**src/rtl/consolite_pkg.sv**
```systemverilog
// rtl/consolite_pkg.sv - shared screen geometry, pixel request type and issue states
package consolite_pkg;

  localparam int SCREEN_W = 128;
  localparam int SCREEN_H = 96;

  typedef struct packed {
    logic [7:0] rgb;
    logic [7:0] x;
    logic [7:0] y;
  } pixel_req_t;

  typedef enum logic {IDLE, BUSY} state_t;

endpackage

```
**src/rtl/pixel_fifo.sv**
```systemverilog
// rtl/pixel_fifo.sv - synchronous pixel request FIFO with tail peek/rgb rewrite for coalescing
module pixel_fifo
  import consolite_pkg::*;
#(
  parameter int DEPTH = 16,
  localparam int AW = $clog2(DEPTH),
  localparam int CW = AW + 1
) (
  input  logic          clk,
  input  logic          rst,
  input  logic          push,
  input  pixel_req_t    push_data,
  input  logic          pop,
  output pixel_req_t    head,
  output pixel_req_t    tail,
  input  logic          tail_wr,
  input  logic [7:0]    tail_rgb,
  output logic          full,
  output logic          empty,
  output logic [CW-1:0] count
);

  pixel_req_t    mem [DEPTH];
  logic [AW-1:0] wr_ptr;
  logic [AW-1:0] rd_ptr;
  logic [AW-1:0] tail_ptr;

  assign tail_ptr = wr_ptr - 1'b1;
  assign head     = mem[rd_ptr];
  assign tail     = mem[tail_ptr];
  assign full     = (count == CW'(DEPTH));
  assign empty    = (count == '0);

  always_ff @(posedge clk or posedge rst) begin
    if (rst) begin
      wr_ptr <= '0;
      rd_ptr <= '0;
      count  <= '0;
    end else begin
      if (push) wr_ptr <= wr_ptr + 1'b1;
      if (pop)  rd_ptr <= rd_ptr + 1'b1;
      count <= count + CW'(push) - CW'(pop);
    end
  end

  // Storage needs no reset: only slots between the pointers are ever read.
  always_ff @(posedge clk) begin
    if (push) begin
      mem[wr_ptr] <= push_data;
    end else if (tail_wr) begin
      mem[tail_ptr].rgb <= tail_rgb;
    end
  end

endmodule

```
**src/rtl/pixel_queue.sv**
```systemverilog
// rtl/pixel_queue.sv - buffers processor pixel writes and issues them to pixel_writer
module pixel_queue #(
  parameter int DEPTH    = 16,
  parameter int COALESCE = 1,
  parameter int SCREEN_W = consolite_pkg::SCREEN_W,
  parameter int SCREEN_H = consolite_pkg::SCREEN_H
) (
  input  logic                     clk,
  input  logic                     rst,
  input  logic                     boot_done,
  input  logic                     in_valid,
  output logic                     in_ready,
  input  logic [7:0]               in_rgb,
  input  logic [7:0]               in_x,
  input  logic [7:0]               in_y,
  output logic                     pixel_en,
  output logic [7:0]               pixel_rgb,
  output logic [7:0]               pixel_x,
  output logic [7:0]               pixel_y,
  input  logic                     pixel_wr_done,
  output logic [$clog2(DEPTH):0]   count,
  output logic                     idle,
  output logic                     oob_err
);
  import consolite_pkg::*;

  localparam int CW = $clog2(DEPTH) + 1;
  localparam logic [8:0] X_LIM = 9'(SCREEN_W);
  localparam logic [8:0] Y_LIM = 9'(SCREEN_H);

  pixel_req_t    head;
  pixel_req_t    tail;
  pixel_req_t    in_req;
  state_t        state;
  logic          full;
  logic          empty;
  logic          accept;
  logic          oob;
  logic          pop;
  logic          push;
  logic          coalesce;
  logic [CW-1:0] fifo_count;
  logic [CW-1:0] count_next;

  assign in_req     = '{rgb: in_rgb, x: in_x, y: in_y};
  assign in_ready   = !full;
  assign accept     = in_valid && in_ready;
  assign oob        = ({1'b0, in_x} >= X_LIM) || ({1'b0, in_y} >= Y_LIM);
  assign pop        = boot_done && !empty && ((state == IDLE) || pixel_wr_done);

  // A lone entry leaving this cycle cannot absorb the new colour; push it instead.
  assign coalesce   = (COALESCE != 0) && accept && !oob && !empty &&
                      (tail.x == in_x) && (tail.y == in_y) &&
                      !(pop && (fifo_count == CW'(1)));
  assign push       = accept && !oob && !coalesce;
  assign count_next = fifo_count + CW'(push) - CW'(pop);
  assign count      = fifo_count;

  pixel_fifo #(.DEPTH(DEPTH)) u_fifo (
    .clk       (clk),
    .rst       (rst),
    .push      (push),
    .push_data (in_req),
    .pop       (pop),
    .head      (head),
    .tail      (tail),
    .tail_wr   (coalesce),
    .tail_rgb  (in_rgb),
    .full      (full),
    .empty     (empty),
    .count     (fifo_count)
  );

  always_ff @(posedge clk or posedge rst) begin
    if (rst) begin
      state     <= IDLE;
      pixel_en  <= 1'b0;
      pixel_rgb <= '0;
      pixel_x   <= '0;
      pixel_y   <= '0;
      idle      <= 1'b1;
      oob_err   <= 1'b0;
    end else begin
      if (accept && oob) oob_err <= 1'b1;
      idle <= !pop && ((state == IDLE) || pixel_wr_done) && (count_next == '0);
      case (state)
        IDLE: begin
          if (pop) begin
            pixel_rgb <= head.rgb;
            pixel_x   <= head.x;
            pixel_y   <= head.y;
            pixel_en  <= 1'b1;
            state     <= BUSY;
          end
        end
        BUSY: begin
          if (pixel_wr_done) begin
            if (pop) begin
              pixel_rgb <= head.rgb;
              pixel_x   <= head.x;
              pixel_y   <= head.y;
            end else begin
              pixel_en <= 1'b0;
              state    <= IDLE;
            end
          end
        end
        default: state <= IDLE;
      endcase
    end
  end

endmodule

```
**config.mk**
```make
export PLATFORM = sky130hd
export DESIGN_NAME = pixel_queue
export DESIGN_NICKNAME = d
export VERILOG_FILES = /design/src/rtl/consolite_pkg.sv /design/src/rtl/pixel_fifo.sv /design/src/rtl/pixel_queue.sv
export SDC_FILE = /design/constraint.sdc
export NUM_CORES = 1
export LEC_CHECK = 0
export CAP_MARGIN = 20
export CORE_MARGIN = 2
export CORE_UTILIZATION = 45
export CTS_CLUSTER_SIZE = 20
export DETAILED_ROUTE_END_ITERATION = 6
export PLACE_DENSITY = 0.58
export SYNTH_ARGS = -nofsm -noshare
export SYNTH_HDL_FRONTEND = slang
export SYNTH_SLANG_ARGS = --single-unit
```
**constraint.sdc**
```tcl
create_clock -name clk -period 14.2 [get_ports clk]
set_input_delay 2.13 -clock clk [delete_from_list [all_inputs] [get_ports clk]]
set_output_delay 2.13 -clock clk [all_outputs]
set_load 0.005 [all_outputs]
```
; ---- After elaboration in Yosys (flattened, before gate mapping)
; Memories as Yosys holds them, arrays and structs flattened.
; Cells that the tools add are included.
[op_classes]
add_sub_neg = 5
n_mux = 24
magnitude_cmp = 2
n_bitwise = 1
eq_ne = 7
n_reduce_logical = 25
[op_table]
columns = cell, n
row1 = $mux 8, 6
row2 = $pmux 8 s2, 3
row3 = $mux 24, 1
row4 = $reduce_or 24->1, 1
row5 = $eq 8x8->1, 2
row6 = $logic_and 1x1->1, 13
row7 = $logic_not 5->1, 2
row8 = $mux 1, 10
row9 = $add 4x1->4 const B, 2
row10 = $ge 8x7->1 const B, 1
row11 = $ge 8x8->1 const B, 1
row12 = $logic_not 1->1, 6
row13 = $ne 2x2->1 const B, 3
row14 = $add 5x1->5, 1
row15 = $eq 5x1->1 const B, 1
row16 = $eq 5x5->1 const B, 1
row17 = $sub 5x1->5, 1
row18 = $mux 4, 1
row19 = $pmux 1 s2, 2
row20 = $sub 4x1->4 const B, 1
row21 = $reduce_and 3->1, 1
row22 = $logic_or 1x1->1, 2
row23 = $mux 2, 1
row24 = $not 1->1, 1
[word_totals]
ram_bits = 384
memories = 1
reg_bits = 41
inputBits = 29
word_cells = 75
[mem_list]
columns = name, words, word_bits, read_ports, rd_ports_with_merged_regs, wr, line
row1 = u_fifo.mem, 16, 24, 2, 0, 1, pixel_fifo.sv:23  ; pixel_req_t mem [DEPTH];

; ---- Logic depth before layout (Yosys ltp)
; Gate-level depths: netlist of run 1.
[depth]
ltp_word = 14
ltp_mapped = 27
ltp_nobuf = 18

; ---- Cells and area by module
; From an unflattened synthesis of run 1, not the netlist that was laid out.
[unflattened]
hier_cells = 1101
area_unflattened_um2 = 20098.0
[modules_own_cells]
columns = module, seq_area_each_um2, instances, cells_per_inst, area_per_inst_um2
row1 = pixel_fifo, 11856.4, 1, 985, 18622.9
row2 = pixel_queue, 701.9, 1, 116, 1475.2

; ---- Worst setup path after synthesis of run 1
; OpenSTA, ideal clock, no wires.
[synth_path]
path_type = input -> register
start = in in_y[5]
end = mem u_fifo.mem[1][0] (netlist bit), enable pin
path_buffers = 1
path_slack_ns = 7.549
required_time_ns = 13.758
cell_stages = 9
arrival_time_ns = 6.209
cell_sequence = a211oi_1 -> and3_1 -> o21ai_0 -> or4_1 -> nor4_4 -> nand2_2 -> or4_1 -> clkbuf_1 -> a2111oi_1
[synth_between]
elab_chain_cells = 14
word_cells_on_any_way = 19
[synth_lines]
columns = element, line
row1 = from (decl), pixel_queue.sv:15  ; input logic [7:0] in_y,
row2 = $ge 8x7->1, pixel_queue.sv:48  ; assign oob = ({1'b0, in_x} >= X_LIM) || ({1'b0, in_y} >= Y_LIM);
row3 = $logic_or 1x1->1, pixel_queue.sv:48
row4 = $logic_not 1->1, "pixel_queue.sv:52, pixel_queue.sv:55"
row5 = $logic_and 1x1->1, "pixel_queue.sv:52, pixel_queue.sv:55"
row6 = $logic_and 1x1->1 (2 in a row), pixel_queue.sv:52  ; assign coalesce = (COALESCE != 0) && accept && !oob && !empty &&
row7 = $logic_and 1x1->1 (2 in a row), pixel_queue.sv:53  ; (tail.x == in_x) && (tail.y == in_y) &&
row8 = $logic_not 1->1, pixel_queue.sv:55  ; assign push = accept && !oob && !coalesce;
row9 = $logic_and 1x1->1, pixel_queue.sv:55
row10 = $mux 1, pixel_fifo.sv:48  ; if (push) begin
row11 = $mux 1 (not written as such), pixel_fifo.sv:51  ; mem[tail_ptr].rgb <= tail_rgb;
row12 = $reduce_or 24->1 (no line), --
row13 = $mux 4 (no line) or $mux 2 (tied branches), --
row14 = to (decl), pixel_fifo.sv:23
; Several ways; a longest one is shown, not always the timed one.

; ---- Worst setup path in the final report of run 1
[layout_path]
start = reg u_fifo.wr_ptr[0]
end = mem u_fifo.mem[9][2] (netlist bit), enable pin
[layout_between]
elab_chain_cells = 12
word_cells_on_any_way = 17
[layout_lines]
columns = element, line
row1 = from (decl), pixel_fifo.sv:24  ; logic [AW-1:0] wr_ptr;
row2 = from (signal assigned), pixel_fifo.sv:40  ; if (push) wr_ptr <= wr_ptr + 1'b1;
row3 = $sub 4x1->4, pixel_fifo.sv:28  ; assign tail_ptr = wr_ptr - 1'b1;
row4 = $mem_v2 16x24, --
row5 = $eq 8x8->1, pixel_queue.sv:53
row6 = $logic_and 1x1->1, pixel_queue.sv:52
row7 = $logic_and 1x1->1 (2 in a row), pixel_queue.sv:53
row8 = $logic_not 1->1, pixel_queue.sv:55
row9 = $logic_and 1x1->1, pixel_queue.sv:55
row10 = $mux 1, pixel_fifo.sv:48
row11 = $mux 1 (not written as such), pixel_fifo.sv:51
row12 = $reduce_or 24->1 (no line), --
row13 = $mux 4 (no line) or $mux 2 (tied branches), --
; Several ways; a longest one is shown, not always the timed one.

==> results of run 1 <==
kinds of logic (layout without fill, tap and decap cells):
family / after synthesis / after routing / synth area share
DFF: 425 / 425 / 0.6504
adders and majority gates: 10 / 10 / 0.006869
muxes: 248 / 248 / 0.2168
AOI/OAI and AO/OA: 123 / 123 / 0.04705
and+or+nand+nor: 190 / 190 / 0.04905
buffers and inverters: 86 / 209 / 0.02112
xor gates and xnor gates: 17 / 17 / 0.008684
power groups by stage:
stage	combinational (mW)	sequential [mW]	clock, mW
after CTS	1.93	1.59	1.24
after global placement	1.91	1.62	0
after detailed placement	1.92	1.62	0
final	1.91	1.59	1.22
after global routing	2.05	1.61	1.29
after floorplan	1.47	1.50	0
final cells by class:
cell class	count	area [um2]	area share
multi-input combinational	588	6505	0.2914
clock buffer	70	1321	0.05919
inverter	14	52.55	0.002354
timing repair buffer	109	975.9	0.04372
clock inverter	16	222.7	0.009978
sequential	425	12570	0.5631
tap	539	674.4	0.03021
critical path, stage by stage, from the launching register on:
cell and delay, ns:
dfrtp_2 0.85, inv_2 0.42, ha_4 0.33, xor2_4 0.70, buf_4 0.55, mux4_1 0.63, a22oi_1 0.22, a21oi_1 0.11
or4_4 0.58, a2111oi_4 0.38, nand2_2 0.21, or4_1 0.70, a2111oi_4 0.85, buf_4 0.32
per-stage QoR:
step                      worst slack, ns    util  hold slack, ns  total power, mW
after CTS                           6.929  0.5292          0.4484            4.762
after global routing                6.464  0.5298          0.4743            4.945
after global placement              6.915  0.4925          0.4270            3.531
final                               6.969  0.5298          0.4483            4.716
after floorplan                     7.549       -          0.4170            2.974
after detailed placement            6.880  0.4926          0.4425            3.536
worst max path at each step:
| stage | from | to | slack, ns | cells after the start |
|---|---|---|---|---|
| after floorplan | in_y[5] | u_fifo.mem[1][0]$_DFFE_PP_ | 7.55 | 9 |
| after global placement | in_y[7] | idle$_DFF_PP1_ | 6.91 | 15 |
| after detailed placement | in_y[7] | idle$_DFF_PP1_ | 6.88 | 15 |
| after CTS | u_fifo.wr_ptr[0]$_DFFE_PP0P_ | idle$_DFF_PP1_ | 6.93 | 18 |
| after global routing | u_fifo.wr_ptr[0]$_DFFE_PP0P_ | u_fifo.mem[9][3]$_DFFE_PP_ | 6.46 | 13 |
| final | u_fifo.wr_ptr[0]$_DFFE_PP0P_ | u_fifo.mem[9][2]$_DFFE_PP_ | 6.97 | 13 |
registers in the layout, indices dropped and copies added, names as in the netlist, 4 cells and up:
| register | cells |
|---|---|
| u_fifo.mem | 384 |
| pixel_x | 8 |
| u_fifo.wr_ptr | 4 |
| u_fifo.count | 5 |
| u_fifo.rd_ptr | 4 |
| pixel_rgb | 8 |
| pixel_y | 8 |
routing by layer:
layer | global-route usage | up-vias | wire (um)
li1 | - | 4695 | -
met4 | 0.05731 | 0 | 1052
met1 | 0.3278 | 5694 | 21570
met3 | 0.04639 | 79 | 3674
met2 | 0.3536 | 457 | 23130
met5 | 0 | - | 0
Yosys cell counts, types with 10 or more instances:
library cell,n,share of area
buf_2,12,0.0031
nor2_1,42,0.0082
nor3_1,24,0.0062
xnor2_1,13,0.0059
a211oi_1,16,0.0062
inv_1,13,0.0025
o221ai_1,28,0.013
a21oi_1,12,0.0031
clkbuf_1,40,0.0078
and3_1,10,0.0032
dfrtp_1,40,0.052
buf_1,11,0.0021
o21ai_0,30,0.0078
nand2_1,61,0.012
edfxtp_1,384,0.60
mux4_2,125,0.15
mux2i_1,98,0.051
mux2_2,16,0.0093
==> summary.md, run 1 <==
| Metric | Value |
|---|---|
| Status | `completed` |
| Number of vias per cell | `6.204` |
| Vias in the first global route | `10990` |
| Final count of pins violating max slew | `0` |
| Worst reg2reg setup slack | `6.97 ns` |
| Yosys cell types | `67` |
| Most common cell after layout, fill and taps aside | `edfxtp_1` |
| Die width | `211.1 um` |
| Clk_lat worst skew | `0.60 ns` |
| Layout Area Growth over Synthesis | `15.60%` |
| Clock Path Buffers | `3` |
| Period utilization | `0.5092` |
| FILL cells | `3321` |
| Post-CTS Setup Repair Bufs | `0` |
| Initial DRC Count | `1131` |
| FP Rows | `75` |
| Root Buffer | `clkbuf_16` |
| Antenna diodes | `0` |
| Placeable Area | `0.04213 mm2` |
| Crit. End Element | `register` |
| Worst Hold Path EP | `pixel_en$_DFFE_PP0P_` |
| WHS Path Cells | `1` |
| Post-Syn Instances | `1099` |
| Relative slew slack | `0.2310` |
| CTS buffer count | `46` |
| GRT Util Overall | `0.2265` |
| Yosys warns | `0` |
| Mean area per synthesized cell | `17.57 um2` |
| Sequential fraction of the synthesis area | `0.6504` |
| Largest net degree at the start of global routing | `53` |
| Peak supply drop | `0.1073 mV` |
| Final Setup Violations | `0` |
| RSZ-0062 raised after global routing | `false` |
| Post-Syn Area | `0.01931 mm2` |
| R2R Path End | `u_fifo.mem[9][2]$_DFFE_PP_` |
| LEAKAGE | `7.438 nW` |
| CTS Sinks | `425` |
| Drt first pass iters | `5` |
| CTS hold repair buffers | `0` |
| Hold wc startpoint | `state$_DFF_PP0_` |
| CTS tree | `built` |
| Critical Path RT | `14.49 ns` |
| Reg power frac | `0.337` |
| CP max FO | `31` |
| Clock-pin slew on the worst setup and hold paths | `0.06 ns` |
| Vias | `10930` |
| Avg WL per Cell | `28.07 um` |
| Post-detail-place hpwl | `30530 um` |
| Starting density of the core | `0.4583` |
| Die H | `211.1 um` |
| Final Hold Vio Count | `0` |
| Clk_skew | `0.02125 ns` |
| Syn_nets | `1138` |
| Combinational group share of total power | `0.404` |
| Post-synth EDFFs | `384` |
| CP Class | `reg -> reg` |
| Clock power frac | `0.258` |
| Placed insts | `1673` |
| Max Clock Freq | `0.1383 GHz` |
| Share of cells above drive strength 1 | `0.2422` |
| Global-route wire length before repair | `72930 um` |
| # resized after CTS | `0` |
| Final design area excluding fillers | `0.02232 mm2` |
| Gp weighted congestion | `0.8353` |
| Slew at the pin closest to its max-slew limit | `1.154 ns` |
| Post-Route WL | `49430 um` |
| GR Overflow Total | `0` |
| Ys flop type | `edfxtp_1` |
| Min-delay worst type | `reg -> reg` |
| Drt drc | `0` |
| Fin cells | `1761` |
| Total Neg Setup Slack | `0 ns` |
| Worst Path Arrival | `7.52 ns` |
| Switching share of power | `0.3469` |
| CTS H-Tree Depth | `2` |
| # port buffers | `61` |
| Fin nets | `1223` |
| Int Power | `3.080 mW` |
| Most frequent cells in the layout | `edfxtp_1, mux4_2, mux2i_1` |
| Antenna-violating nets left | `0` |
| Nature of the critical path startpoint | `register` |
| Antenna violations before repair | `2` |
| R2R cell count | `13` |
| Power per cell area | `211.3 mW/mm2` |
| Asr flop ratio synth | `0.09647` |
| #FFs+latches synth | `425` |
| Min Tclk post-route | `7.231 ns` |
| Sw Pwr | `1.636 mW` |
| Max Cap Viol | `0` |
| R2r startpoint | `u_fifo.wr_ptr[0]$_DFFE_PP0P_` |
| Placed cell area | `0.02075 mm2` |
| DIE AREA | `0.04458 mm2` |
| Num ports | `62` |
No activity file was read; power rests on OpenSTA's default activity.
==> run 2, diff against run 1 <==
==> constraint.sdc (replaced) <==
create_clock -name clk -period 6.9 [get_ports clk]
set_input_delay 1.035 -clock clk [delete_from_list [all_inputs] [get_ports clk]]
set_output_delay 1.035 -clock clk [all_outputs]
set_load 0.005 [all_outputs]
==> run 2 against run 1 <==
Critical path depth shrank 1. Clock skew shrank 0.0087 ns. Hold slack gained 0.017 ns. Non-clock buffer count grew 22. Utilization grew 0.66 points. Flip-flop and latch count is the same. Power grew 110%. Critical endpoint is now u_fifo.mem[1][1]$_DFFE_PP_. Largest cell class unchanged. Highest routed layer unchanged.
==> summary.md, run 2 (synthesized netlist as in run 1, its figures left out) <==
| Metric | Value |
|---|---|
| Vias | `11040 (+1.0%)` |
| CTS hold repair buffers | `0 (unchanged)` |
| DR WL met3 | `3339 um (-9.1%)` |
| Avg WL per Cell | `27.58 um (-1.7%)` |
| Share of cells above drive strength 1 | `0.2564 (+0.01421)` |
| Status | `completed` |
| GRT Util Overall | `0.2239 (-0.002610)` |
| Reg with most FFs | `u_fifo.mem` |
| CTS H-Tree Depth | `2 (unchanged)` |
| Period utilization | `0.8565 (+0.3473)` |
| Worst Path Arrival | `6.17 ns (-1.35 ns)` |
| Clock Path Buffers | `3 (unchanged)` |
| Initial DRC Count | `1071 (-5.3%)` |
| R2R cell count | `12 (-1)` |
| Post-detail-place hpwl | `30900 um (+1.2%)` |
| Top Metal Used | `met4` |
| Starting density of the core | `0.4583 (unchanged)` |
| Root Buffer | `clkbuf_16` |
| Antenna diodes | `0 (unchanged)` |
| Most common cell after layout, fill and taps aside | `edfxtp_1` |
| Power per cell area | `439.4 mW/mm2 (+110%)` |
| CTS buffer count | `46 (unchanged)` |
| Clock power frac | `0.264 (+0.006)` |
| R2R Path End | `u_fifo.mem[1][1]$_DFFE_PP_` |
| Peak supply drop | `0.2845 mV (+170%)` |
| R2r startpoint | `u_fifo.wr_ptr[1]$_DFFE_PP0P_` |
| Relative slew slack | `0.4096 (+0.1786)` |
| Num ports | `62 (unchanged)` |
| Worst reg2reg setup slack | `0.99 ns (-5.98 ns)` |
| Worst setup path endpoint | `u_fifo.mem[1][1]$_DFFE_PP_` |
| M1 wire length | `21370 um (-0.94%)` |
| Reg power frac | `0.321 (-0.016)` |
| LEAKAGE | `7.612 nW (+2.3%)` |
| Final Setup Violations | `0 (unchanged)` |
| Final design area excluding fillers | `0.02260 mm2 (+1.2%)` |
| Clk_lat worst skew | `0.58 ns (-0.02 ns)` |
| Tot Pwr | `9.931 mW (+110%)` |
| Total Neg Setup Slack | `0 ns (unchanged)` |
| CP Class | `reg -> reg` |
| Fin nets | `1245 (+1.8%)` |
| Final Hold Vio Count | `0 (unchanged)` |
| Min-delay worst type | `reg -> reg` |
| Final count of pins violating max slew | `0 (unchanged)` |
| Nature of the critical path startpoint | `register` |
| Layout Area Growth over Synthesis | `17.04%` |
| Largest net degree at the start of global routing | `86 (+62%)` |
| Antenna violations before repair | `0 (-2)` |
| Critical Path RT | `7.16 ns (-7.33 ns)` |
| Drt first pass iters | `7 (+2)` |
| Post-Route WL | `49180 um (-0.49%)` |
| Max Clock Freq | `0.1692 GHz (+22%)` |
| Placed cell area | `0.02095 mm2 (+0.94%)` |
| Placeable Area | `0.04213 mm2 (unchanged)` |
| Min Tclk post-route | `5.910 ns (-1.321 ns)` |
| Combinational group share of total power | `0.415 (+0.011)` |
| Crit path from | `u_fifo.wr_ptr[1]$_DFFE_PP0P_` |
| Clock-pin slew on the worst setup and hold paths | `0.06 ns (about the same)` |
| Clk_skew | `0.01259 ns (-0.008663 ns)` |
| Global-route wire length before repair | `72150 um (-1.1%)` |
| RSZ-0062 raised after global routing | `false` |
| Sw Pwr | `3.414 mW (+110%)` |
| Post-CTS Setup Repair Bufs | `0 (unchanged)` |
| Gp weighted congestion | `0.8211 (-1.7%)` |
| Metal2 WL | `23230 um (+0.43%)` |
| Slew at the pin closest to its max-slew limit | `0.8856 ns (-0.2680 ns)` |
| Max reg flops | `384 (unchanged)` |
| Crit. End Element | `register` |
| Number of vias per cell | `6.190 (-0.23%)` |
| Die H | `211.1 um (unchanged)` |
| Int Power | `6.517 mW (+110%)` |
| FP Rows | `75 (unchanged)` |
| Antenna-violating nets left | `0 (unchanged)` |
| DIE AREA | `0.04458 mm2 (unchanged)` |
| CP max FO | `52 (+68%)` |
| # resized after CTS | `0 (unchanged)` |
| CTS Sinks | `425 (unchanged)` |
| Most frequent cells in the layout | `edfxtp_1, mux4_2, mux2i_1` |
| GR Overflow Total | `0 (unchanged)` |
| Drt drc | `0 (unchanged)` |
| Die width | `211.1 um (unchanged)` |
| Switching share of power | `0.3438 (-0.003167)` |
| # port buffers | `61 (unchanged)` |
| Vias in the first global route | `11030 (+0.39%)` |
| Max Cap Viol | `0 (unchanged)` |
| CTS tree | `built` |
[run 2: worst min path at each step]
stage,start,end,depth (start not counted)
final,state$_DFF_PP0_,pixel_en$_DFFE_PP0P_,1
after global routing,state$_DFF_PP0_,pixel_en$_DFFE_PP0P_,1
after CTS,state$_DFF_PP0_,pixel_en$_DFFE_PP0P_,1
after detailed placement,state$_DFF_PP0_,pixel_en$_DFFE_PP0P_,1
after global placement,state$_DFF_PP0_,pixel_en$_DFFE_PP0P_,1
after floorplan,state$_DFF_PP0_,pixel_en$_DFFE_PP0P_,1
[run 2: power groups by stage]
stage               sequential [mW]  clock, mW  combinational (mW)
floorplan                      3.10          0                3.02
global placement               3.24          0                4.08
detailed placement             3.25          0                4.10
CTS                            3.20       2.67                4.12
global route                   3.22       2.77                4.42
finish                         3.19       2.62                4.12
[run 2: worst max-delay path, stage by stage, from the launching register on]
cell and delay, ns:
dfrtp_1 0.72, inv_1 0.19, ha_4 0.84, buf_12 0.28, mux4_1 0.31, a22oi_1 0.26
a21oi_1 0.13, or4_4 0.59, a2111oi_4 0.41, nand2_2 0.24, or4_1 0.72, a2111oi_2 0.53
buf_4 0.32
[run 2: stage by stage]
| stage | setup slack (ns) | utilization | hold WS [ns] | instances |
|---|---|---|---|---|
| finish | 0.9901 | 0.5364 | 0.4648 | 1783 |
| global route | 0.7355 | 0.5364 | 0.4809 | 1783 |
| CTS | 0.7195 | 0.5355 | 0.4724 | 1780 |
| detailed placement | 0.6253 | 0.4972 | 0.4586 | 1694 |
| global placement | 0.6301 | 0.4972 | 0.4444 | 1694 |
| floorplan | 0.2629 | - | 0.4170 | 1099 |
[run 2: final cells by class]
class	count	area [um2]
fill	3352	19540
sequential	425	12570
multi-input combinational	588	6490
clock buffer	57	1202
timing repair buffer	131	1199
tap	539	674.4
clock inverter	29	411.6
inverter	14	52.55
[run 2: per-layer routing]
metal / track usage / vias to the layer above
li1: - / 4743
met1: 0.3229 / 5782
met2: 0.3531 / 432
met3: 0.03553 / 79
met4: 0.06872 / 0
met5: 0 / -
==> run 3, diff against run 2 <==
--- a/config.mk
+++ b/config.mk
@@ -5,12 +5,11 @@
 export SDC_FILE = /design/constraint.sdc
 export NUM_CORES = 1
 export LEC_CHECK = 0
-export CAP_MARGIN = 20
 export CORE_MARGIN = 2
-export CORE_UTILIZATION = 45
+export CORE_UTILIZATION = 55
 export CTS_CLUSTER_SIZE = 20
 export DETAILED_ROUTE_END_ITERATION = 6
-export PLACE_DENSITY = 0.58
+export PLACE_DENSITY = 0.69
 export SYNTH_ARGS = -nofsm -noshare
 export SYNTH_HDL_FRONTEND = slang
 export SYNTH_SLANG_ARGS = --single-unit
==> run 3 against run 2 <==
Register-to-register slack barely moved. Non-clock buffer count fell by 2. Combinational power fell by 1%. Highest routed layer unchanged. Critical path type unchanged. Critical path depth fell by 1. Via count rose by 0.66%. Sequential share of layout area rose by 0.84 points. Flip-flop and latch count did not move. Worst setup slack got worse by 0.0028 ns. Critical endpoint is now u_fifo.mem[15][3]$_DFFE_PP_. Global-route usage rose by 4.9 points.
==> summary.md, run 3 (synthesized netlist as in run 1, its figures left out) <==
| Metric | Value |
|---|---|
| Largest net degree at the start of global routing | `128 (+49%)` |
| Drt drc | `0 (unchanged)` |
| # resized after CTS | `0 (unchanged)` |
| CP Class | `reg -> reg` |
| GR Overflow Total | `0 (unchanged)` |
| Final design area excluding fillers | `0.02226 mm2 (-1.5%)` |
| Critical Path RT | `7.15 ns (about the same)` |
| Status | `completed` |
| Max stage delay on crit path | `0.87 ns (+0.03 ns)` |
| CTS Sinks | `425 (unchanged)` |
| Critical Path Slowest Stage Cell | `nor3_2` |
| Fin cells | `1692 (-5.1%)` |
| Post-Route WL | `48110 um (-2.2%)` |
| Num ports | `62 (unchanged)` |
| Crit. End Element | `register` |
| Final count of pins violating max slew | `0 (unchanged)` |
| Critical Path Stages | `11 (-1)` |
| Layout Area Growth over Synthesis | `15.29%` |
| CP max FO | `19 (-63%)` |
| Global-route wire length before repair | `71990 um (-0.21%)` |
| DIE AREA | `0.03662 mm2 (-18%)` |
| Hold wc startpoint | `state$_DFF_PP0_` |
| FP Rows | `68 (-9.3%)` |
| FILL cells | `2420 (-28%)` |
| Worst Path Buf+Inv | `2 (-1)` |
| Die H | `191.4 um (-9.4%)` |
| Nature of the critical path startpoint | `register` |
| Period utilization | `0.8569 (about the same)` |
| # port buffers | `61 (unchanged)` |
| LEAKAGE | `7.496 nW (-1.5%)` |
| Min Tclk post-route | `5.913 ns (+0.002797 ns)` |
| Worst Path Arrival | `6.16 ns (about the same)` |
| Placeable Area | `0.03454 mm2 (-18%)` |
| Crit path cell chain | `xor2_4, buf_4, mux4_2, a22oi_1, a21oi_1, or4_4, a2111oi_0, nand2_1, mux2_2, nor3_2, buf_4` |
| Starting density of the core | `0.5590 (+0.1007)` |
| Min-delay worst type | `reg -> reg` |
| Placed cell area | `0.02084 mm2 (-0.55%)` |
| Hold WS | `0.4297 ns (-0.03514 ns)` |
| Die width | `191.4 um (-9.4%)` |
| Most frequent cells in the layout | `edfxtp_1, mux4_2, mux2i_1` |
| Vias | `11110 (+0.66%)` |
| Max Cap Viol | `0 (unchanged)` |
| Slew at the pin closest to its max-slew limit | `1.148 ns (+0.2625 ns)` |
| Reg with most FFs | `u_fifo.mem` |
| Post-CTS Setup Repair Bufs | `0 (unchanged)` |
| Total Neg Setup Slack | `0 ns (unchanged)` |
| Power per cell area | `430.4 mW/mm2 (-2.1%)` |
| Worst Hold Path EP | `pixel_en$_DFFE_PP0P_` |
| Multi-input logic area | `0.006497 mm2 (+0.12%)` |
| Avg WL per Cell | `28.43 um (+3.1%)` |
| Antenna-violating nets left | `0 (unchanged)` |
| Gp weighted congestion | `0.9042 (+10%)` |
| CTS tree | `built` |
| Most common cell after layout, fill and taps aside | `edfxtp_1` |
| RSZ-0062 raised after global routing | `false` |
| Max reg flops | `384 (unchanged)` |
| CTS hold repair buffers | `0 (unchanged)` |
| Vias in the first global route | `11180 (+1.3%)` |
| R2R Path End | `u_fifo.mem[15][3]$_DFFE_PP_` |
| Root Buffer | `clkbuf_16` |
| Share of cells above drive strength 1 | `0.2516 (-0.004813)` |
| Drt first pass iters | `5 (-2)` |
| Placed insts | `1611 (-4.9%)` |
| CTS H-Tree Depth | `2 (unchanged)` |
| Worst reg2reg setup slack | `0.99 ns (about the same)` |
| R2r startpoint | `u_fifo.wr_ptr[2]$_DFFE_PP0P_` |
| R2R cell count | `11 (-1)` |
| Relative slew slack | `0.2346 (-0.1750)` |
| Antenna violations before repair | `1 (+1)` |
| Post-Route Utilization | `0.6445 (+0.1081)` |
| Clk_skew | `0.02149 ns (+0.008908 ns)` |
| GRT Util Overall | `0.2725 (+0.04859)` |
| CTS buffer count | `43 (-6.5%)` |
| Initial DRC Count | `1366 (+28%)` |
| WHS Path Cells | `1 (unchanged)` |
| Clock-pin slew on the worst setup and hold paths | `0.06 ns (about the same)` |
| Max Clock Freq | `0.1691 GHz (about the same)` |
| Fin nets | `1240 (-0.40%)` |
| Number of vias per cell | `6.566 (+6.1%)` |
| Peak supply drop | `0.5430 mV (+91%)` |
| Worst path top cell family by delay | `simple AND/OR/NAND/NOR gates` |
| Final Hold Vio Count | `0 (unchanged)` |
| Clock Path Buffers | `3 (unchanged)` |
| Sequential Area | `0.01257 mm2 (unchanged)` |
| Post-detail-place hpwl | `29550 um (-4.3%)` |
| Clk_lat worst skew | `0.57 ns (about the same)` |
| Critical Path Most Common Cell | `buf_4` |
| Final Setup Violations | `0 (unchanged)` |
run 3: cell types whose count changed in the layout (fill, tap and decap cells not counted), sizes merged:
cell / change
diode: +1
clkinv: +4
inv: -1
clkinvlp: +2
clkbuf: -7
bufinv: -4
buf: -2
run 3: per-stage QoR:
stage / power, mW / setup slack [ns]
floorplan: 6.120 / 0.2629
global placement: 7.233 / 1.095
detailed placement: 7.288 / 0.9638
CTS: 9.625 / 0.9453
global route: 10.04 / 0.6513
finish: 9.581 / 0.9873
run 3: worst max-delay path by stage:
stage / from / to / slack, ns
floorplan: u_fifo.wr_ptr[0]$_DFFE_PP0P_ / u_fifo.mem[1][0]$_DFFE_PP_ / 0.26
global placement: in_x[7] / u_fifo.mem[11][10]$_DFFE_PP_ / 1.09
detailed placement: u_fifo.wr_ptr[2]$_DFFE_PP0P_ / u_fifo.mem[15][12]$_DFFE_PP_ / 0.96
CTS: u_fifo.wr_ptr[2]$_DFFE_PP0P_ / u_fifo.mem[15][3]$_DFFE_PP_ / 0.95
global route: u_fifo.wr_ptr[2]$_DFFE_PP0P_ / u_fifo.mem[15][3]$_DFFE_PP_ / 0.65
finish: u_fifo.wr_ptr[2]$_DFFE_PP0P_ / u_fifo.mem[15][3]$_DFFE_PP_ / 0.99
run 3: worst register-to-register path, cell delays in order (launching register included):
cell       delay (ns)
dfrtp_1          0.78
xor2_4           0.80
buf_4            0.35
mux4_2           0.51
a22oi_1          0.24
a21oi_1          0.12
or4_4            0.51
a2111oi_0        0.44
nand2_1          0.22
mux2_2           0.43
nor3_2           0.87
buf_4            0.34
run 3: power by group:
part           internal [mW]  switching (mW)  total, mW
clock                   1.35           0.981       2.33
combinational           1.92            2.15       4.07
sequential              2.97           0.206       3.17
total                   6.24            3.34       9.58
run 3: cell type report:
cell class	count	share of cell area
sequential	425	0.5646
multi-input combinational	588	0.2919
timing repair buffer	129	0.05148
clock buffer	50	0.04997
tap	455	0.02557
clock inverter	30	0.01400
inverter	14	0.002361
antenna	1	0.0001124
run 3: per-layer routing:
metal | GRT usage | part of all wire | vias to the layer above
met1 | 0.4010 | 0.42 | 5758
li1 | - | - | 4736
met2 | 0.4228 | 0.47 | 528
met5 | 0 | 0 | -
met4 | 0.08018 | 0.027 | 0
met3 | 0.04755 | 0.079 | 87
